### config.mk
export PLATFORM = sky130hd
export DESIGN_NAME = cdb_arbiter
export DESIGN_NICKNAME = d
export VERILOG_FILES = /design/src/rtl/cdb_arbiter.sv
export SDC_FILE = /design/constraint.sdc
export NUM_CORES = 1
export LEC_CHECK = 0
export CORE_MARGIN = 8
export CORE_UTILIZATION = 55
export CTS_CLUSTER_DIAMETER = 80
export DETAILED_ROUTE_END_ITERATION = 6
export HOLD_SLACK_MARGIN = 0.02
export PLACE_DENSITY = 0.77
export SETUP_SLACK_MARGIN = 0.2
export SYNTH_ARGS = -nofsm -noshare
export SYNTH_HDL_FRONTEND = slang
export SYNTH_SLANG_ARGS = --single-unit
### constraint.sdc
create_clock -name in_clk -period 2.7 [get_ports in_clk]
set_input_delay 0.81 -clock in_clk [delete_from_list [all_inputs] [get_ports in_clk]]
set_output_delay 0.81 -clock in_clk [all_outputs]
set_load 0.005 [all_outputs]
### src/rtl/cdb_arbiter.sv
// cdb_arbiter
// Single common-data-bus arbiter shared by the ALU and LSB writeback paths.
// Each source pushes {reorder tag, result} into its own circular FIFO. At most
// one head entry per cycle is granted, round-robin between the two FIFOs, onto a
// registered CDB. The CDB feeds the RS/LSB/ROB wakeup inputs in place of two
// separate broadcast buses.
//
// Ports
//   in_clk, in_rst        clock (rising edge), asynchronous active-high reset
//   in_rdy                global enable; low freezes every register
//   in_clear              misprediction flush: empties both FIFOs, kills the CDB
//   in_alu_*              ALU push (enable, ROB tag, result); out_alu_full = hold
//   in_lsb_*              LSB push (enable, ROB tag, result); out_lsb_full = hold
//   out_cdb_*             registered broadcast (valid, ROB tag, value)
//   out_overflow          sticky flag: a push arrived while its FIFO was full
module cdb_arbiter #(
    parameter int FIFO_DEPTH = 4,
    parameter int PTR_W      = 2,
    parameter int ROB_WIDTH  = 4,
    parameter int DATA_WIDTH = 32
) (
    input  logic                  in_clk,
    input  logic                  in_rst,
    input  logic                  in_rdy,
    input  logic                  in_clear,
    input  logic                  in_alu_enable,
    input  logic [ROB_WIDTH-1:0]  in_alu_reorder,
    input  logic [DATA_WIDTH-1:0] in_alu_result,
    output logic                  out_alu_full,
    input  logic                  in_lsb_enable,
    input  logic [ROB_WIDTH-1:0]  in_lsb_reorder,
    input  logic [DATA_WIDTH-1:0] in_lsb_result,
    output logic                  out_lsb_full,
    output logic                  out_cdb_enable,
    output logic [ROB_WIDTH-1:0]  out_cdb_reorder,
    output logic [DATA_WIDTH-1:0] out_cdb_result,
    output logic                  out_overflow
);

    localparam logic [PTR_W:0]         FULL_COUNT = (PTR_W+1)'(FIFO_DEPTH);
    localparam logic [PTR_W:0]         COUNT_ONE  = (PTR_W+1)'(1);
    localparam logic [PTR_W-1:0]       PTR_ONE    = PTR_W'(1);
    localparam logic [ROB_WIDTH-1:0]   ZERO_ROB   = '0;

    // FIFO storage (no reset needed: validity is tracked by the counts)
    logic [ROB_WIDTH-1:0]  alu_tag_mem [FIFO_DEPTH];
    logic [DATA_WIDTH-1:0] alu_res_mem [FIFO_DEPTH];
    logic [ROB_WIDTH-1:0]  lsb_tag_mem [FIFO_DEPTH];
    logic [DATA_WIDTH-1:0] lsb_res_mem [FIFO_DEPTH];

    logic [PTR_W-1:0] alu_wr_ptr, alu_rd_ptr, lsb_wr_ptr, lsb_rd_ptr;
    logic [PTR_W:0]   alu_count, lsb_count;

    // Round-robin state: 1 when the LSB queue received the most recent grant.
    logic last_lsb;

    logic active;
    logic alu_non_empty, lsb_non_empty;
    logic grant_alu, grant_lsb;
    logic pop_alu, pop_lsb;
    logic push_alu, push_lsb;
    logic accept_alu, accept_lsb;
    logic drop_alu, drop_lsb;

    assign out_alu_full = (alu_count == FULL_COUNT);
    assign out_lsb_full = (lsb_count == FULL_COUNT);

    // Arbitration and push acceptance. A full queue still accepts a push in the
    // same cycle it pops, because the pop frees the slot at that very edge.
    always_comb begin
        active        = in_rdy && !in_clear;
        alu_non_empty = (alu_count != '0);
        lsb_non_empty = (lsb_count != '0);
        grant_alu     = alu_non_empty && (!lsb_non_empty || last_lsb);
        grant_lsb     = lsb_non_empty && (!alu_non_empty || !last_lsb);
        pop_alu       = active && grant_alu;
        pop_lsb       = active && grant_lsb;
        push_alu      = active && in_alu_enable;
        push_lsb      = active && in_lsb_enable;
        accept_alu    = push_alu && (!out_alu_full || pop_alu);
        accept_lsb    = push_lsb && (!out_lsb_full || pop_lsb);
        drop_alu      = push_alu && !accept_alu;
        drop_lsb      = push_lsb && !accept_lsb;
    end

    // Storage writes at the current write pointers.
    always_ff @(posedge in_clk) begin
        if (accept_alu) begin
            alu_tag_mem[alu_wr_ptr] <= in_alu_reorder;
            alu_res_mem[alu_wr_ptr] <= in_alu_result;
        end
        if (accept_lsb) begin
            lsb_tag_mem[lsb_wr_ptr] <= in_lsb_reorder;
            lsb_res_mem[lsb_wr_ptr] <= in_lsb_result;
        end
    end

    // ALU queue pointers and occupancy; pointers wrap naturally (power-of-2 depth).
    always_ff @(posedge in_clk or posedge in_rst) begin
        if (in_rst) begin
            alu_wr_ptr <= '0;
            alu_rd_ptr <= '0;
            alu_count  <= '0;
        end else if (in_rdy) begin
            if (in_clear) begin
                alu_wr_ptr <= '0;
                alu_rd_ptr <= '0;
                alu_count  <= '0;
            end else begin
                if (accept_alu) alu_wr_ptr <= alu_wr_ptr + PTR_ONE;
                if (pop_alu)    alu_rd_ptr <= alu_rd_ptr + PTR_ONE;
                if (accept_alu && !pop_alu)      alu_count <= alu_count + COUNT_ONE;
                else if (!accept_alu && pop_alu) alu_count <= alu_count - COUNT_ONE;
            end
        end
    end

    // LSB queue pointers and occupancy.
    always_ff @(posedge in_clk or posedge in_rst) begin
        if (in_rst) begin
            lsb_wr_ptr <= '0;
            lsb_rd_ptr <= '0;
            lsb_count  <= '0;
        end else if (in_rdy) begin
            if (in_clear) begin
                lsb_wr_ptr <= '0;
                lsb_rd_ptr <= '0;
                lsb_count  <= '0;
            end else begin
                if (accept_lsb) lsb_wr_ptr <= lsb_wr_ptr + PTR_ONE;
                if (pop_lsb)    lsb_rd_ptr <= lsb_rd_ptr + PTR_ONE;
                if (accept_lsb && !pop_lsb)      lsb_count <= lsb_count + COUNT_ONE;
                else if (!accept_lsb && pop_lsb) lsb_count <= lsb_count - COUNT_ONE;
            end
        end
    end

    // Registered CDB, round-robin state and sticky overflow. A flush leaves the
    // round-robin state untouched; an idle cycle keeps the last tag/value.
    always_ff @(posedge in_clk or posedge in_rst) begin
        if (in_rst) begin
            out_cdb_enable  <= 1'b0;
            out_cdb_reorder <= ZERO_ROB;
            out_cdb_result  <= '0;
            out_overflow    <= 1'b0;
            last_lsb        <= 1'b0;
        end else if (in_rdy) begin
            if (in_clear) begin
                out_cdb_enable <= 1'b0;
            end else begin
                if (pop_alu) begin
                    out_cdb_enable  <= 1'b1;
                    out_cdb_reorder <= alu_tag_mem[alu_rd_ptr];
                    out_cdb_result  <= alu_res_mem[alu_rd_ptr];
                    last_lsb        <= 1'b0;
                end else if (pop_lsb) begin
                    out_cdb_enable  <= 1'b1;
                    out_cdb_reorder <= lsb_tag_mem[lsb_rd_ptr];
                    out_cdb_result  <= lsb_res_mem[lsb_rd_ptr];
                    last_lsb        <= 1'b1;
                end else begin
                    out_cdb_enable <= 1'b0;
                end
                if (drop_alu || drop_lsb) out_overflow <= 1'b1;
            end
        end
    end

endmodule

; Yosys cells after proc, flatten, opt, wreduce, memory -nomap -nowiden
; Memories as Yosys holds them, arrays and structs flattened.
; Index checks and enable logic that the tools add are counted.
[totals]
regBits = 53
ramBits = 288
output_inout_bits = 40
word_cells = 100
n_memories = 4
[mem_list]
columns = name, depth, width, rd, rd_clocked_by_memory_dff, wr, line
row1 = alu_res_mem, 4, 32, 1, 0, 1, 47  ; logic [DATA_WIDTH-1:0] alu_res_mem [FIFO_DEPTH];
row2 = lsb_res_mem, 4, 32, 1, 0, 1, 49  ; logic [DATA_WIDTH-1:0] lsb_res_mem [FIFO_DEPTH];
row3 = alu_tag_mem, 4, 4, 1, 0, 1, 46  ; logic [ROB_WIDTH-1:0] alu_tag_mem [FIFO_DEPTH];
row4 = lsb_tag_mem, 4, 4, 1, 0, 1, 48  ; logic [ROB_WIDTH-1:0] lsb_tag_mem [FIFO_DEPTH];
[classes]
add_sub_neg = 8
n_eq_ne = 2
mux = 27
n_bitwise = 1
n_reduce_logical = 47
[op_table]
columns = operator, n
row1 = 2-to-1 mux 32 bit, 2
row2 = 2-to-1 mux 3 bit, 6
row3 = 2-to-1 mux 2 bit, 8
row4 = logical AND 1 bit, 15
row5 = AND reduction 2 bit, 6
row6 = nonzero test 3 bit, 4
row7 = zero test 1 bit, 10
row8 = nonzero test 2 bit, 5
row9 = 2-to-1 mux 1 bit, 9
row10 = "adder 2 x 1 -> 2 bit, second input constant", 4
row11 = 2-to-1 mux 4 bit, 2
row12 = "adder 3 x 1 -> 3 bit, second input constant", 2
row13 = "equality test 3 bit, second input constant", 2
row14 = AND reduction 3 bit, 2
row15 = "subtractor 3 x 1 -> 3 bit, second input constant", 2
row16 = logical OR 1 bit, 5
row17 = NOT 1 bit, 1

; Logic depth before layout (Yosys ltp)
[depth]
ltp_word = 12
depth_mapped = 11
mapped_depth_nobuf = 8

; Worst setup path before layout
; No wires, ideal clock.
[synth_timing]
path_type = input to register
start = input in_clear
end = memory alu_res_mem[2][0], enable pin
setup_time_ns = 0.397
t_arrival_ns = 2.346
path_slack_ns = -0.043
path_stages = 5
path_buffers = 2
cell_sequence = buf_2 > nor2b_1 > buf_2 > o311a_4 > and2_1
[synth_via]
elab_chain_len = 7
[synth_lines]
columns = element, line
row1 = "start, declared", 25  ; input logic in_clear,
row2 = zero test 1 bit (*), 71  ; active = in_rdy && !in_clear;
row3 = logical AND 1 bit (*), 71
row4 = logical AND 1 bit, 76  ; pop_alu = active && grant_alu;
row5 = logical OR 1 bit, 80  ; accept_alu = push_alu && (!out_alu_full || pop_alu);
row6 = logical AND 1 bit (*), 80
row7 = 2-to-1 mux 1 bit (*), 88  ; if (accept_alu) begin
row8 = 2-to-1 mux 1 bit (implied by the code) (*), 90  ; alu_res_mem[alu_wr_ptr] <= in_alu_result;
row9 = "end, declared", 47
; Mark *: on every way between the ends. The rest lies on a longest branch, timed or not.

; Final worst setup path
[layout_timing]
start = input in_clear
end = register lsb_count[2]
[layout_via]
elab_chain_len = 9
[layout_lines]
columns = element, line
row1 = zero test 1 bit, 71
row2 = logical AND 1 bit, 71
row3 = logical AND 1 bit, 77  ; pop_lsb = active && grant_lsb;
row4 = logical OR 1 bit, 81  ; accept_lsb = push_lsb && (!out_lsb_full || pop_lsb);
row5 = logical AND 1 bit, 81
row6 = zero test 1 bit, 133  ; else if (!accept_lsb && pop_lsb) lsb_count <= lsb_count - COUNT_ONE;
row7 = logical AND 1 bit, 133
row8 = nonzero test 3 bit (no source line), -
row9 = AND reduction 2 bit (no source line), -
row10 = "end signal, assigned", 132  ; if (accept_lsb && !pop_lsb) lsb_count <= lsb_count + COUNT_ONE;
row11 = "end signal, assigned", 133
row12 = "end, declared", 52  ; logic [PTR_W:0] alu_count, lsb_count;
; Several ways; a longest one is shown, not always the timed one.
; A chain may end at the register's enable or synchronous reset.

==> impl_summary.md <==
Status
The run finished with clean final reports.

Detailed routing
The residual antenna-violating net count after detailed routing is 0. The count of unresolved DRC violations after routing is 0. The number of violations reported at the end of detailed-routing iteration 0 is 853.

After detailed routing, the number of vias per cell comes to ~6.0. For this block, the routed nets add up to 29.3 mm of wire. The detailed-route via count is ~7000. In the final routed layout, each cell accounts on average for between 20 and 25 um. The first TritonRoute pass finished after 5 iterations.

Logic synthesis
The largest area contributor in the synthesized netlist is sky130_fd_sc_hd__edfxtp_1. The count of synthesis-stage warnings from yosys is 0. The synthesized area divided by synthesized cell count is 19.9 um2. The synthesized netlist contains between 50 and 60 unique library cells. The synthesized design contains approximately 290 enable-type register cells.

In the post-synthesis netlist, the cell with the most instances is sky130_fd_sc_hd__edfxtp_1. After synthesis the cells add up to about 13000 um2. By area the synthesized netlist is led by sky130_fd_sc_hd__edfxtp_1 65%, sky130_fd_sc_hd__mux4_2 12%, sky130_fd_sc_hd__dfrtp_1 9.9%, sky130_fd_sc_hd__mux2i_1 2.8%, sky130_fd_sc_hd__a21oi_1 1.4%.

The commonest cells after synthesis are 288 x sky130_fd_sc_hd__edfxtp_1, 72 x sky130_fd_sc_hd__mux4_2, 53 x sky130_fd_sc_hd__dfrtp_1, 41 x sky130_fd_sc_hd__nor2_1. Synthesis produced a netlist with a net count of between 700 and 800. The flip-flop cell with the highest count after synthesis is sky130_fd_sc_hd__edfxtp_1.

Synthesis produced a netlist whose cell count is 672. The fraction of registers with async set/reset is between 10% and 20%. After synthesis the netlist holds a flip-flop and latch count of between 300 and 400. The fraction of synthesized cell area taken by the top area cell type is approximately two thirds. The post-synthesis sequential area ratio is between 70% and 80%.

CTS
Clock tree synthesis selected as its root buffer the cell sky130_fd_sc_hd__clkbuf_16. The clock edge transition at the registers on the reported setup and hold paths is about 0.060 ns. The later-pin clock latency in the skew report is between 0.5 and 0.6 ns. In this run, post-CTS hold repair placed 0 buffers. Clock tree synthesis inserted a total of 35 buffers. The CTS tree is done. The number of sinks driven by the clock tree is roughly 340. The H-tree was split into 2 levels. Counting along the longest clock path gives a buffer depth of 3.

Floorplanning
The area of the core region is roughly 24000 um2. The overall die area is slightly below 30000 um2. The starting utilization of the core area is around 55%. The chip height is approximately 170 um. From left edge to right edge, the die measures approximately 170 um. During I/O placement, the number of pins put on the boundary was 118. The initialized floorplan defines 57 standard-cell rows.

Placement
Routability-driven placement finished with a final weighted congestion of 0.780. The number of buffer cells added on primary ports is 117. The HPWL after detailed placement is about 18 mm.

The post-placement cell area is approximately 15000 um2.

Worst setup path
Of all nets on the critical path, the largest fanout is 9. The kind of start point of the critical path is an input port. For the worst setup path, the data required time is slightly above 3 ns. The start-to-end type of the worst setup path is in -> reg.

The capturing element type of the critical path is a flop. The data arrival time at the worst-slack endpoint is 2.79 ns.

Power
The part of the power in registers is between 40% and 50%. The share of total power dissipated in combinational logic is 26.3%. The switching part of the total power is a little over a quarter.

The clock network fraction of total power is between 30% and 40%. The power per cell area is roughly 950 nW/um2. The cell-internal power is approximately 11 mW. The post-route total power is 15.8 mW. In this run the power spent charging and discharging nets is around 4.3 mW. In this run the static leakage power is 5.76 nW. IR analysis of the VDD net gives a maximum drop of 0.000699 V.

Cells and area
The area added between synthesis and finish is 23.9%. The number of nets in the layout is 923. The share of cells above drive strength 1 is approximately a quarter. After routing the design area is around 17000 um2.

Global routing
The maximum number of pins on one net before global-route repair is between 40 and 50. The number of antenna violations at the first check in global routing is 3. The first global-routing pass estimated 45.0 mm of wire. Global routing consumed, over all layers together, ~20% of the routing resources. The via count of the first global-routing pass is ~7700. The remaining global-route overflow is 0.

Timing
The final number of setup-violating endpoints is 0. The worst setup skew after layout is 0.0145 ns. The post-layout minimum cycle time is ~2.4 ns. The period utilization is around nine tenths. The headroom to the max-slew limit is 46.2%. The number of endpoints with negative hold slack in the final report is 0.

Based on the critical path, the design can be clocked at up to slightly above 400 MHz. The pin slew with the least headroom to its limit is between 0.8 and 0.9 ns. The count of pins over their slew limit is 0. Setup repair after global routing could not meet its margin everywhere.

Flow run
The total of max-cap violations is 0.

Worst hold path
The worst hold-check path type is reg -> reg.
-- routing by layer --
layer  up-vias  part of all wire, %  track usage, %
li1       3034                    -               -
met1      3710                   40            27.1
met2       311                   50            34.2
met3        47                  7.9            4.20
met4         4                  1.6            5.43
met5         -                0.079               0
-- logic make-up (layout without fill, tap and decap cells) --
family                     count (synthesis)  count (layout)  share of synthesized area, %
other                                      0               2                             0
muxes                                    112             112                          15.1
AOI/OAI and AO/OA                         82              82                          4.02
xor gates and xnor gates                   3               3                         0.197
adders and majority gates                 10              10                          1.05
DFF                                      341             341                          74.6
buffers and inverters                     50             239                          2.24
and+or+nand+nor                           74              74                          2.75
-- worst paths after layout --
check | from | endpoint | slack [ns] | depth (start not counted)
setup / recovery | in_clear | lsb_count[2] | 0.26 | 9
hold / removal | out_overflow | out_overflow | 0.48 | 2
setup reg to reg | alu_count[2] | lsb_count[2] | 0.30 | 9
hold reg to reg | out_overflow | out_overflow | 0.48 | 2
max in group asynchronous | in_rst | lsb_rd_ptr[0] | 1.42 | 3
min in group asynchronous | in_rst | out_overflow | 0.66 | 2
-- sequential cells by signal (all words and copies together), names as in the netlist --
signal and cells:
alu_tag_mem 16, alu_count 3, lsb_tag_mem 16, out_cdb_enable 1, lsb_wr_ptr 2, lsb_res_mem 128
out_overflow 1, alu_rd_ptr 2, last_lsb 1, out_cdb_reorder 4, lsb_rd_ptr 2, lsb_count 3
alu_wr_ptr 2, alu_res_mem 128, out_cdb_result 32
-- power groups by stage --
stage	clock network (mW)	registers [mW]	logic, mW
after floorplan	0	6.56	2.74
after global placement	0	6.90	3.82
after detailed placement	0	6.95	3.93
after CTS	4.92	6.80	4.11
after global routing	5.12	6.88	4.48
final	4.84	6.79	4.16
-- timing repair --
action,CTS,global route
setup buffers,7,3
cloned,0,0
setup endpoints to repair,2,3
pin swaps,1,2
gates resized for setup,9,9
-- layout make-up --
cell class | instances | area [um2]
inverter | 15 | 57.6
clock inverter | 16 | 183
timing repair buffer | 161 | 1790
fill | 1500 | 7540
sequential | 341 | 9990
tap | 324 | 405
clock buffer | 47 | 983
antenna | 2 | 5.00
multi-input combinational | 281 | 3150
-- metrics by stage --
| stage | utilization, % | setup WS (ns) | cells | hold WS, ns | TNS, ns |
|---|---|---|---|---|---|
| 2_1_floorplan | - | 0.0792 | 672 | 0.465 | 0 |
| 4_1_cts | 68.5 | 0.203 | 1182 | 0.488 | 0 |
| 3_3_place_gp | 63.4 | -0.231 | 1112 | 0.466 | -1.33 |
| 6_report | 68.7 | 0.256 | 1187 | 0.482 | 0 |
| 3_5_place_dp | 63.4 | -0.268 | 1112 | 0.475 | -9.48 |
| 5_1_grt | 68.7 | 0.168 | 1186 | 0.510 | 0 |
-- worst max-delay path, cell delays in order --
cell,delay [ns]
sky130_fd_sc_hd__clkdlybuf4s50_1,0.52
sky130_fd_sc_hd__buf_6,0.16
sky130_fd_sc_hd__nand3b_1,0.16
sky130_fd_sc_hd__nor3_1,0.08
sky130_fd_sc_hd__fa_1,0.41
sky130_fd_sc_hd__nor2b_2,0.16
sky130_fd_sc_hd__o21ai_0,0.11
sky130_fd_sc_hd__o2111ai_1,0.23
sky130_fd_sc_hd__o311ai_2,0.16
-- cell usage in the layout, fill, tap and decap left out, types with 3 or more instances in the layout --
| cell | Yosys | final |
|---|---|---|
| sky130_fd_sc_hd__clkbuf_1 | 9 | 8 |
| sky130_fd_sc_hd__clkbuf_16 | 0 | 37 |
| sky130_fd_sc_hd__ha_1 | 8 | 8 |
| sky130_fd_sc_hd__o21ai_0 | 7 | 6 |
| sky130_fd_sc_hd__nor2_1 | 41 | 40 |
| sky130_fd_sc_hd__buf_12 | 0 | 23 |
| sky130_fd_sc_hd__inv_1 | 14 | 13 |
| sky130_fd_sc_hd__dfrtp_2 | 0 | 9 |
| sky130_fd_sc_hd__a21oi_1 | 38 | 38 |
| sky130_fd_sc_hd__buf_4 | 6 | 20 |
| sky130_fd_sc_hd__clkinv_1 | 0 | 4 |
| sky130_fd_sc_hd__and2_2 | 0 | 8 |
| sky130_fd_sc_hd__edfxtp_1 | 288 | 288 |
| sky130_fd_sc_hd__mux4_2 | 72 | 72 |
| sky130_fd_sc_hd__mux2i_1 | 38 | 38 |
| sky130_fd_sc_hd__nand2_1 | 5 | 5 |
| sky130_fd_sc_hd__clkinv_2 | 1 | 7 |
| sky130_fd_sc_hd__a31oi_1 | 5 | 5 |
| sky130_fd_sc_hd__o21ai_1 | 3 | 4 |
| sky130_fd_sc_hd__clkdlybuf4s50_1 | 0 | 115 |
| sky130_fd_sc_hd__bufinv_16 | 0 | 4 |
| sky130_fd_sc_hd__dfrtp_1 | 53 | 43 |
| sky130_fd_sc_hd__nor2b_2 | 0 | 3 |
Note: power is estimated with default switching activity, not from simulation.
